===== src/rtl/bin_div_pkg.sv =====
// ----------------------------------------------------------------------------
// bin_div_pkg
// Shared types and constants for the sequential restoring divider.
//   state_t    : FSM encoding {IDLE, CALC, DONE}
//   DEF_WIDTH  : default operand width
//   cnt_width  : width of a step counter that must hold the value WIDTH
// ----------------------------------------------------------------------------
package bin_div_pkg;

   typedef enum logic [1:0] {
      IDLE = 2'b00,
      CALC = 2'b01,
      DONE = 2'b10
   } state_t;

   localparam int DEF_WIDTH = 4;

   // Bits needed to count down from width to 0 inclusive.
   function automatic int cnt_width(input int width);
      return $clog2(width + 1);
   endfunction

endpackage


===== src/rtl/bin_div_step.sv =====
// ----------------------------------------------------------------------------
// bin_div_step
// One combinational restoring-division step.
// Ports:
//   rem      in  WIDTH  current partial remainder
//   dvd_msb  in  1      dividend bit being brought down this step
//   divisor  in  WIDTH  divisor
//   rem_next out WIDTH  partial remainder after the step
//   q_bit    out 1      quotient bit produced by the step
// The remainder after a step is always below the divisor, so it fits in WIDTH
// bits. If the shifted value reaches 2^WIDTH, it also exceeds any divisor,
// so the trial subtraction succeeds and clears that top bit. A restored value
// only occurs when the shifted value is below the divisor, so its top bit is
// zero too.
// ----------------------------------------------------------------------------
module bin_div_step
   import bin_div_pkg::*;
#(
   parameter int WIDTH = DEF_WIDTH
) (
   input  logic [WIDTH-1:0] rem,
   input  logic             dvd_msb,
   input  logic [WIDTH-1:0] divisor,
   output logic [WIDTH-1:0] rem_next,
   output logic             q_bit
);

   logic [WIDTH:0] rem_shift_s;
   logic [WIDTH:0] trial_s;

   // Shift in the next dividend bit, trial-subtract, and restore when negative.
   always_comb begin
      rem_shift_s = {rem, dvd_msb};
      trial_s     = rem_shift_s - {1'b0, divisor};
      q_bit       = ~trial_s[WIDTH];
      if (trial_s[WIDTH] == 1'b0) begin
         rem_next = trial_s[WIDTH-1:0];
      end else begin
         rem_next = rem_shift_s[WIDTH-1:0];
      end
   end

endmodule


===== src/rtl/bin_div_4bits_seq.sv =====
// ----------------------------------------------------------------------------
// bin_div_4bits_seq
// Sequential restoring unsigned divider. It performs one shift-subtract step
// per clock, MSB first.
// Ports:
//   clk    in  1      rising-edge clock
//   reset  in  1      asynchronous active-low reset; release is expected
//                     synchronous to clk
//   start  in  1      request, sampled only while idle
//   A      in  WIDTH  dividend, latched on accept
//   B      in  WIDTH  divisor, latched on accept
//   busy   out 1      high whenever the unit is not idle
//   done   out 1      one-cycle strobe; Q/R (and dbz) valid
//   Q      out WIDTH  quotient, held until the next completion
//   R      out WIDTH  remainder, held until the next completion
//   dbz    out 1      divide-by-zero flag
// Build option:
//   BIN_DIV_ZERO_DET_EN - when defined, B = 0 bypasses the CALC steps and
//   completes one cycle after accept with dbz = 1. Otherwise dbz is tied low,
//   and B = 0 runs the normal algorithm, giving Q = all ones and R = A.
// ----------------------------------------------------------------------------
module bin_div_4bits_seq
   import bin_div_pkg::*;
#(
   parameter int WIDTH = DEF_WIDTH
) (
   input  logic             clk,
   input  logic             reset,
   input  logic             start,
   input  logic [WIDTH-1:0] A,
   input  logic [WIDTH-1:0] B,
   output logic             busy,
   output logic             done,
   output logic [WIDTH-1:0] Q,
   output logic [WIDTH-1:0] R,
   output logic             dbz
);

   localparam int             CW       = cnt_width(WIDTH);
   localparam logic [CW-1:0]  CNT_INIT = CW'(WIDTH);
   localparam logic [CW-1:0]  CNT_ONE  = CW'(1);
   localparam logic [CW-1:0]  CNT_ZERO = CW'(0);

   state_t           state_r;
   state_t           state_s;
   logic [CW-1:0]    cnt_r;
   logic [WIDTH-1:0] dvd_r;
   logic [WIDTH-1:0] dvs_r;
   logic [WIDTH-1:0] rem_r;
   logic [WIDTH-1:0] q_r;
   logic [WIDTH-1:0] r_r;
   logic             busy_r;
   logic             done_r;

   logic             accept_s;
   logic             last_step_s;
   logic             zero_div_s;
   logic             busy_s;
   logic             done_s;
   logic [WIDTH-1:0] rem_nx_s;
   logic             qbit_s;

`ifdef BIN_DIV_ZERO_DET_EN
   assign zero_div_s = (B == {WIDTH{1'b0}});
`else
   assign zero_div_s = 1'b0;
`endif

   bin_div_step #(
      .WIDTH    (WIDTH)
   ) u_step (
      .rem      (rem_r),
      .dvd_msb  (dvd_r[WIDTH-1]),
      .divisor  (dvs_r),
      .rem_next (rem_nx_s),
      .q_bit    (qbit_s)
   );

   // FSM state register.
   always_ff @(posedge clk or negedge reset) begin
      if (!reset) begin
         state_r <= IDLE;
      end else begin
         state_r <= state_s;
      end
   end

   // FSM next-state logic. start is ignored outside IDLE, including in DONE.
   always_comb begin
      state_s = state_r;
      case (state_r)
         IDLE: begin
            if (start) begin
               if (zero_div_s) begin
                  state_s = DONE;
               end else begin
                  state_s = CALC;
               end
            end else begin
               state_s = IDLE;
            end
         end
         CALC: begin
            if (cnt_r == CNT_ONE) begin
               state_s = DONE;
            end else begin
               state_s = CALC;
            end
         end
         DONE:    state_s = IDLE;
         default: state_s = IDLE;
      endcase
   end

   // FSM output decode. busy/done are decoded from the next state and then
   // registered, so they line up with the state they describe.
   always_comb begin
      busy_s      = 1'b0;
      done_s      = 1'b0;
      accept_s    = 1'b0;
      last_step_s = 1'b0;
      if (state_s != IDLE) begin
         busy_s = 1'b1;
      end else begin
         busy_s = 1'b0;
      end
      if (state_s == DONE) begin
         done_s = 1'b1;
      end else begin
         done_s = 1'b0;
      end
      if ((state_r == IDLE) && start) begin
         accept_s = 1'b1;
      end else begin
         accept_s = 1'b0;
      end
      if ((state_r == CALC) && (cnt_r == CNT_ONE)) begin
         last_step_s = 1'b1;
      end else begin
         last_step_s = 1'b0;
      end
   end

   // Registered status outputs.
   always_ff @(posedge clk or negedge reset) begin
      if (!reset) begin
         busy_r <= 1'b0;
         done_r <= 1'b0;
      end else begin
         busy_r <= busy_s;
         done_r <= done_s;
      end
   end

   // Operand latch and iteration datapath. The dividend register shifts left
   // each step, and the quotient bits fill it from the LSB.
   always_ff @(posedge clk or negedge reset) begin
      if (!reset) begin
         dvd_r <= {WIDTH{1'b0}};
         dvs_r <= {WIDTH{1'b0}};
         rem_r <= {WIDTH{1'b0}};
         cnt_r <= CNT_ZERO;
      end else if (accept_s) begin
         dvd_r <= A;
         dvs_r <= B;
         rem_r <= {WIDTH{1'b0}};
         cnt_r <= CNT_INIT;
      end else if (state_r == CALC) begin
         dvd_r <= {dvd_r[WIDTH-2:0], qbit_s};
         rem_r <= rem_nx_s;
         cnt_r <= cnt_r - CNT_ONE;
      end else begin
         dvd_r <= dvd_r;
         dvs_r <= dvs_r;
         rem_r <= rem_r;
         cnt_r <= cnt_r;
      end
   end

   // Result registers. They are loaded only at completion and held otherwise.
   always_ff @(posedge clk or negedge reset) begin
      if (!reset) begin
         q_r <= {WIDTH{1'b0}};
         r_r <= {WIDTH{1'b0}};
      end else if (accept_s && zero_div_s) begin
         q_r <= {WIDTH{1'b1}};
         r_r <= A;
      end else if (last_step_s) begin
         q_r <= {dvd_r[WIDTH-2:0], qbit_s};
         r_r <= rem_nx_s;
      end else begin
         q_r <= q_r;
         r_r <= r_r;
      end
   end

`ifdef BIN_DIV_ZERO_DET_EN
   logic dbz_r;

   // Divide-by-zero flag. It is set or cleared on every accepted start.
   always_ff @(posedge clk or negedge reset) begin
      if (!reset) begin
         dbz_r <= 1'b0;
      end else if (accept_s) begin
         dbz_r <= zero_div_s;
      end else begin
         dbz_r <= dbz_r;
      end
   end

   assign dbz = dbz_r;
`else
   assign dbz = 1'b0;
`endif

   assign busy = busy_r;
   assign done = done_r;
   assign Q    = q_r;
   assign R    = r_r;

endmodule


===== config.mk =====
export PLATFORM = sky130hd
export DESIGN_NAME = bin_div_4bits_seq
export DESIGN_NICKNAME = d
export VERILOG_FILES = /design/src/rtl/bin_div_pkg.sv /design/src/rtl/bin_div_step.sv /design/src/rtl/bin_div_4bits_seq.sv
export SDC_FILE = /design/constraint.sdc
export NUM_CORES = 1
export LEC_CHECK = 0
export ABC_AREA = 1
export BUFFER_PORTS_ARGS = -buffer_cell sky130_fd_sc_hd__buf_2
export CORE_UTILIZATION = 35
export CTS_CLUSTER_SIZE = 24
export DETAILED_ROUTE_END_ITERATION = 8
export GPL_TIMING_DRIVEN = 1
export PLACE_DENSITY = 0.53
export SLEW_MARGIN = 20
export SYNTH_ARGS = -nofsm -noshare
export SYNTH_HDL_FRONTEND = slang
export SYNTH_SLANG_ARGS = --single-unit

===== constraint.sdc =====
create_clock -name clk -period 2.2 [get_ports clk]
set_input_delay 0.22 -clock clk [delete_from_list [all_inputs] [get_ports clk]]
set_output_delay 0.22 -clock clk [all_outputs]
set_load 0.03 [all_outputs]

## Word level (Yosys, flattened, before mapping)

Cells that the tools add are included.

| operators by class | value |
|---|---|
| add/subtract/negate cells | 2 |
| multiply operators | 0 |
| div/mod/pow operators | 0 |
| magnitude comparators | 0 |
| equality and inequality tests | 3 |
| shift operators | 0 |
| mux-type cells | 14 |
| bitwise logic cells | 1 |
| reductions and logical operators | 5 |

Operators with widths:

| kind | number |
|---|---|
| 4-bit 2-to-1 mux | 5 |
| 3-bit 2-to-1 mux | 2 |
| 1-bit 2-to-1 mux | 5 |
| 5-bit by 4-bit subtractor with 5-bit output | 1 |
| 2-bit case mux with 2 select lines | 1 |
| 2-bit nonzero test | 2 |
| 3-bit by 1-bit == test with 1-bit output (second input constant) | 1 |
| 3-bit by 1-bit subtractor with 3-bit output (second input constant) | 1 |
| 2-bit by 1-bit == test with 1-bit output (second input constant) | 1 |
| 2-bit == test (second input constant) | 1 |
| 1-bit logical AND | 2 |
| 2-bit logical NOT | 1 |
| 2-bit 2-to-1 mux | 1 |
| 1-bit inverter | 1 |

| word-level totals | value |
|---|---|
| flip-flop bits (word level) | 27 |
| latch bits | 0 |
| RAM bits | 0 |
| ROM bits | 0 |
| input bits | 11 |
| output and inout bits | 11 |
| logic and storage cells | 34 |
| memories | 0 |

## Depth between registers and ports, before layout

| depth | value |
|---|---|
| depth in word-level cells | 5 |
| depth in mapped cells | 12 |
| mapped depth without buffers | 12 |

## Cells and area by module

A second synthesis with hierarchy kept.

| second synthesis, totals | value |
|---|---|
| cell total of the unflattened synthesis | 172 |
| area total of the unflattened synthesis | 1425.1 um^2 |

Modules (own cells, without submodules):

| module | instances | cells an instance | area an instance (um^2) | seq. area each (um^2) |
|---|---|---|---|---|
| bin_div_4bits_seq | 1 | 123 | 1137.3 | 675.6 |
| bin_div_step | 1 | 49 | 287.8 | 0.0 |

## Worst setup path after synthesis

OpenSTA, ideal clock, no wires.

| timing path | value |
|---|---|
| path kind | register to register |
| from | register dvd_r[3] |
| to | register r_r[3] (netlist: R[3]) |
| setup time | 0.117 ns |
| arrival | 1.523 ns |
| required time | 2.083 ns |
| path slack | 0.560 ns |
| cell stages (with the launch flop) | 13 |
| buffers on the path | 0 |
| clock period less this slack | 1.640 ns |
| cells stage by stage | dfrtp_1 > inv_1 > ha_1 > inv_1 > fa_1 > nand2_1 > nand2_2 > nand3_4 > nand2_2 > nand2_1 > nand2_1 > nand2_1 > nand2_1 |

| on the way | value |
|---|---|
| longest elaborated chain between the ends | 2 |

RTL lines:

| element | RTL line | RTL |
|---|---|---|
| from (decl) | bin_div_4bits_seq.sv:47 | `logic [WIDTH-1:0] dvd_r;` |
| from (signal assigned) | bin_div_4bits_seq.sv:159 | `dvd_r <= {WIDTH{1'b0}};` |
| from (signal assigned) | bin_div_4bits_seq.sv:169 | `dvd_r <= {dvd_r[WIDTH-2:0], qbit_s};` |
| from (signal assigned) | bin_div_4bits_seq.sv:173 | `dvd_r <= dvd_r;` |
| 5-bit by 4-bit subtractor with 5-bit output | bin_div_step.sv:34 | `trial_s = rem_shift_s - {1'b0, divisor};` |
| 4-bit 2-to-1 mux | bin_div_step.sv:36 | `if (trial_s[WIDTH] == 1'b0) begin` |
| to (signal assigned) | bin_div_4bits_seq.sv:184 | `r_r <= {WIDTH{1'b0}};` |
| to (signal assigned) | bin_div_4bits_seq.sv:190 | `r_r <= rem_nx_s;` |
| to (signal assigned) | bin_div_4bits_seq.sv:193 | `r_r <= r_r;` |
| to (decl) | bin_div_4bits_seq.sv:51 | `logic [WIDTH-1:0] r_r;` |

Every way passes these cells.
A chain may end at the register's enable or synchronous reset.

## Worst setup path after layout

Ends and elaborated chain as after synthesis.

==> reports/summary.json <==
{
  "timing.critical_path.cells": "inv_1, ha_1, inv_1, fa_1, nand2_1, nand2_2, nand3_4, nand2_2, nand2_1, nand2_1, nand2_1, nand2_1",
  "num-nets-final": 195,
  "critPathMostFrequentCell": "sky130_fd_sc_hd__nand2_1",
  "cts.repair.resized": 0,
  "grt_max_degree": 28,
  "worst_clock_skew_ps": 1.39,
  "yosysSeqAreaShare_pct": 49.7,
  "slew_headroom_pct": 60.0,
  "cts_buffers": 3,
  "synth_top_cells_by_count": "46 x sky130_fd_sc_hd__nand2_1, 27 x sky130_fd_sc_hd__dfrtp_1, 18 x sky130_fd_sc_hd__inv_1, 14 x sky130_fd_sc_hd__nand3_1",
  "power.internal_uw": 1430,
  "synthMostInstantiatedCell": "sky130_fd_sc_hd__nand2_1",
  "detailedRoute.firstIterationViolations": 26,
  "post-layout-total-power_uw": 2770,
  "place.port_buffers": 20,
  "rsz0062_at_grt": "false",
  "via_count_of_the_first_global_routing_pass": 1033,
  "critical_path.startpoint_type": "flip-flop",
  "coreArea_mm2": 0.00369,
  "avgSynthCellArea_um2": 8.95,
  "yosys.area.top_type_share_pct": 49.7,
  "grt_remaining_overflow": 0,
  "cts.path.max_buffers": 2,
  "detail_route.vias_per_cell": 4.70,
  "grt.total_usage_pct": 15.2,
  "post_route_cells_drive_above_1_share_pct": 22.2,
  "max_stage_delay_ps": 440,
  "final_cells": 224,
  "slew_worst_pin_ps": 600,
  "path_clk_slew_ps": 90,
  "dp_cells": 219,
  "dieWidth_um": 64.3,
  "post_drt_wl_per_cell_um": 12.1,
  "die_height_um": 64.3,
  "worst-endpoint-arrival_ps": 2020,
  "drc": 0,
  "via_count": 1052,
  "drt_pass1_iterations": 4,
  "htree_levels": 1,
  "yosysTopAreaCell": "sky130_fd_sc_hd__dfrtp_1",
  "antenna_cells_inserted": 0,
  "synth_area_mm2": 0.00136,
  "die_area_mm2": 0.00414,
  "post-route-util_pct": 42.6,
  "power_frac_seq_pct": 30.8,
  "ys_warn_count": 0,
  "finalHoldWorstSlack_ps": 150,
  "synthCells": 152,
  "cts_root_buffer": "sky130_fd_sc_hd__clkbuf_8",
  "floorplan.initialDensity_pct": 36.9,
  "critical_path.max_fanout": 6,
  "grt_pass1_wl_um": 4790,
  "drt.antenna.violating_nets": 0,
  "tritoncts_clock_tree": "built",
  "yosys-top-cells-area": "sky130_fd_sc_hd__dfrtp_1 50%, sky130_fd_sc_hd__nand2_1 13%, sky130_fd_sc_hd__ha_1 5.5%, sky130_fd_sc_hd__nand3_1 5.2%, sky130_fd_sc_hd__inv_1 5.0%",
  "clk-insertion-delay-late_ps": 270,
  "critPathRequiredTime_ps": 2370,
  "rows": 22,
  "synth_seq_cells": 27,
  "run_status": "completed",
  "yosysUniqueCellTypes": 28,
  "finalHoldViolCount": 0,
  "report.final.setup_viol": 0,
  "powerDensity_mw_per_mm2": 1770,
  "antenna_found_initial": 0,
  "critPathCaptureType": "flip-flop",
  "slowest_stage": "sky130_fd_sc_hd__fa_1",
  "boundaryPins": 22,
  "worstHoldPathType": "in -> reg",
  "syn_to_final_growth_pct": 15.5,
  "place_hpwl_um": 2050,
  "ys_dominant_reg_cell": "sky130_fd_sc_hd__dfrtp_1",
  "p_leak_uw": 0.000825,
  "peakVddDrop_mv": 0.575,
  "post_synth_net_total": 170,
  "power.share.clock_pct": 9.9,
  "period_minus_slack_ps": 1850,
  "post_synth_edffs": 0,
  "numClockSinks": 27,
  "tns_ps": 0,
  "total_switching_power_uw": 1340,
  "gp_congestion": 0.838,
  "p_comb_share_pct": 59.3,
  "swShare_pct": 48.4,
  "detail_route.wirelength_um": 2700,
  "final_max_slew_violation_count": 0,
  "worst-setup-path-type": "reg -> reg",
  "cap_violations": 0,
  "max_freq_ghz": 0.540,
  "finalCritPeriodShare_pct": 84.1,
  "synth-async-reset-ratio_pct": 100,
  "num-fill-cells": 385
}
## sequential cells by signal (all words and copies together), names as in the netlist
name     cells
state_r      2
cnt_r        3
R            4
rem_r        4
Q            4
busy         1
done         1
dvd_r        4
dvs_r        4
## repair_timing
item                                   4_1_cts  5_1_grt
endpoints found under the hold margin       27        0
hold buffers                                 1        0
buffers inserted                             0        0
## worst max-delay path, delay by kind of cell (launching register included)
family | cells | cell delay [ps]
and+or+nand+nor | 8 | 640
adders and majority gates | 2 | 590
DFF | 1 | 360
buffers and inverters | 2 | 160
## stage by stage
step	worst slack (ps)	cell area [µm²]
after global routing	215	1570
after global placement	429	1520
after detailed placement	364	1520
final	350	1570
after CTS	353	1570
after floorplan	560	1360
## routing by layer
layer,vias up,GRT usage [%],routed length [µm]
li1,532,-,-
met3,2,3.21,100
met4,0,4.17,12
met2,21,25.9,1350
met5,-,0,0
met1,497,19.3,1240
## cells by family (layout without fill, tap and decap cells)
logic type,count (synthesis),in the layout,synth area share (%)
AO/OA/AOI/OAI,17,17,8.19
other,1,1,0.276
buffers and inverters,23,47,7.08
flip-flops,27,27,49.7
XOR/XNOR,1,1,0.644
AND/OR/NAND/NOR,76,76,27.1
adder cells (fa/ha/maj),7,7,6.99
## area by class of cell
class / count / area [µm²] / share of cell area (%)
flip-flops and latches: 27 / 676 / 43.0
multi-input cells: 102 / 588 / 37.4
well taps: 48 / 60.1 / 3.82
repair buffers: 22 / 118 / 7.48
inverters: 21 / 83.8 / 5.33
clock inverters: 1 / 5.00 / 0.318
clock buffers: 3 / 41.3 / 2.63
## power groups by stage
stage / clock network (µW) / logic [µW] / registers, µW
after floorplan: 0 / 1140 / 996
after global placement: 0 / 1630 / 856
after detailed placement: 0 / 1650 / 867
after CTS: 292 / 1670 / 859
after global routing: 313 / 1860 / 890
final: 275 / 1640 / 855
## placed cells by master (no fill, tap or decap), types with 3 or more instances in the layout
cell / count
sky130_fd_sc_hd__clkbuf_8: 3
sky130_fd_sc_hd__nand3_1: 14
sky130_fd_sc_hd__inv_1: 18
sky130_fd_sc_hd__ha_1: 6
sky130_fd_sc_hd__dfrtp_1: 27
sky130_fd_sc_hd__o221ai_1: 3
sky130_fd_sc_hd__buf_2: 20
sky130_fd_sc_hd__nand2_1: 46
sky130_fd_sc_hd__o21ai_0: 5
sky130_fd_sc_hd__o21ai_2: 3
sky130_fd_sc_hd__nor2_1: 6
## path summary, 6_finish.rpt
check,slack (ps),cells past startpoint,endpoint,startpoint
worst max-delay path,350,12,R[3]$_DFFE_PN0P_,dvd_r[3]$_DFFE_PN0P_
worst min-delay path,150,3,dvs_r[0]$_DFFE_PN0N_,B[0]
worst max register to register,350,12,R[3]$_DFFE_PN0P_,dvd_r[3]$_DFFE_PN0P_
worst min register to register,480,2,cnt_r[2]$_DFFE_PN0P_,cnt_r[2]$_DFFE_PN0P_
max in group asynchronous,1320,2,state_r[1]$_DFF_PN0_,reset
min in group asynchronous,490,2,rem_r[2]$_DFFE_PN0P_,reset
Note: power is estimated with default switching activity, not from simulation.
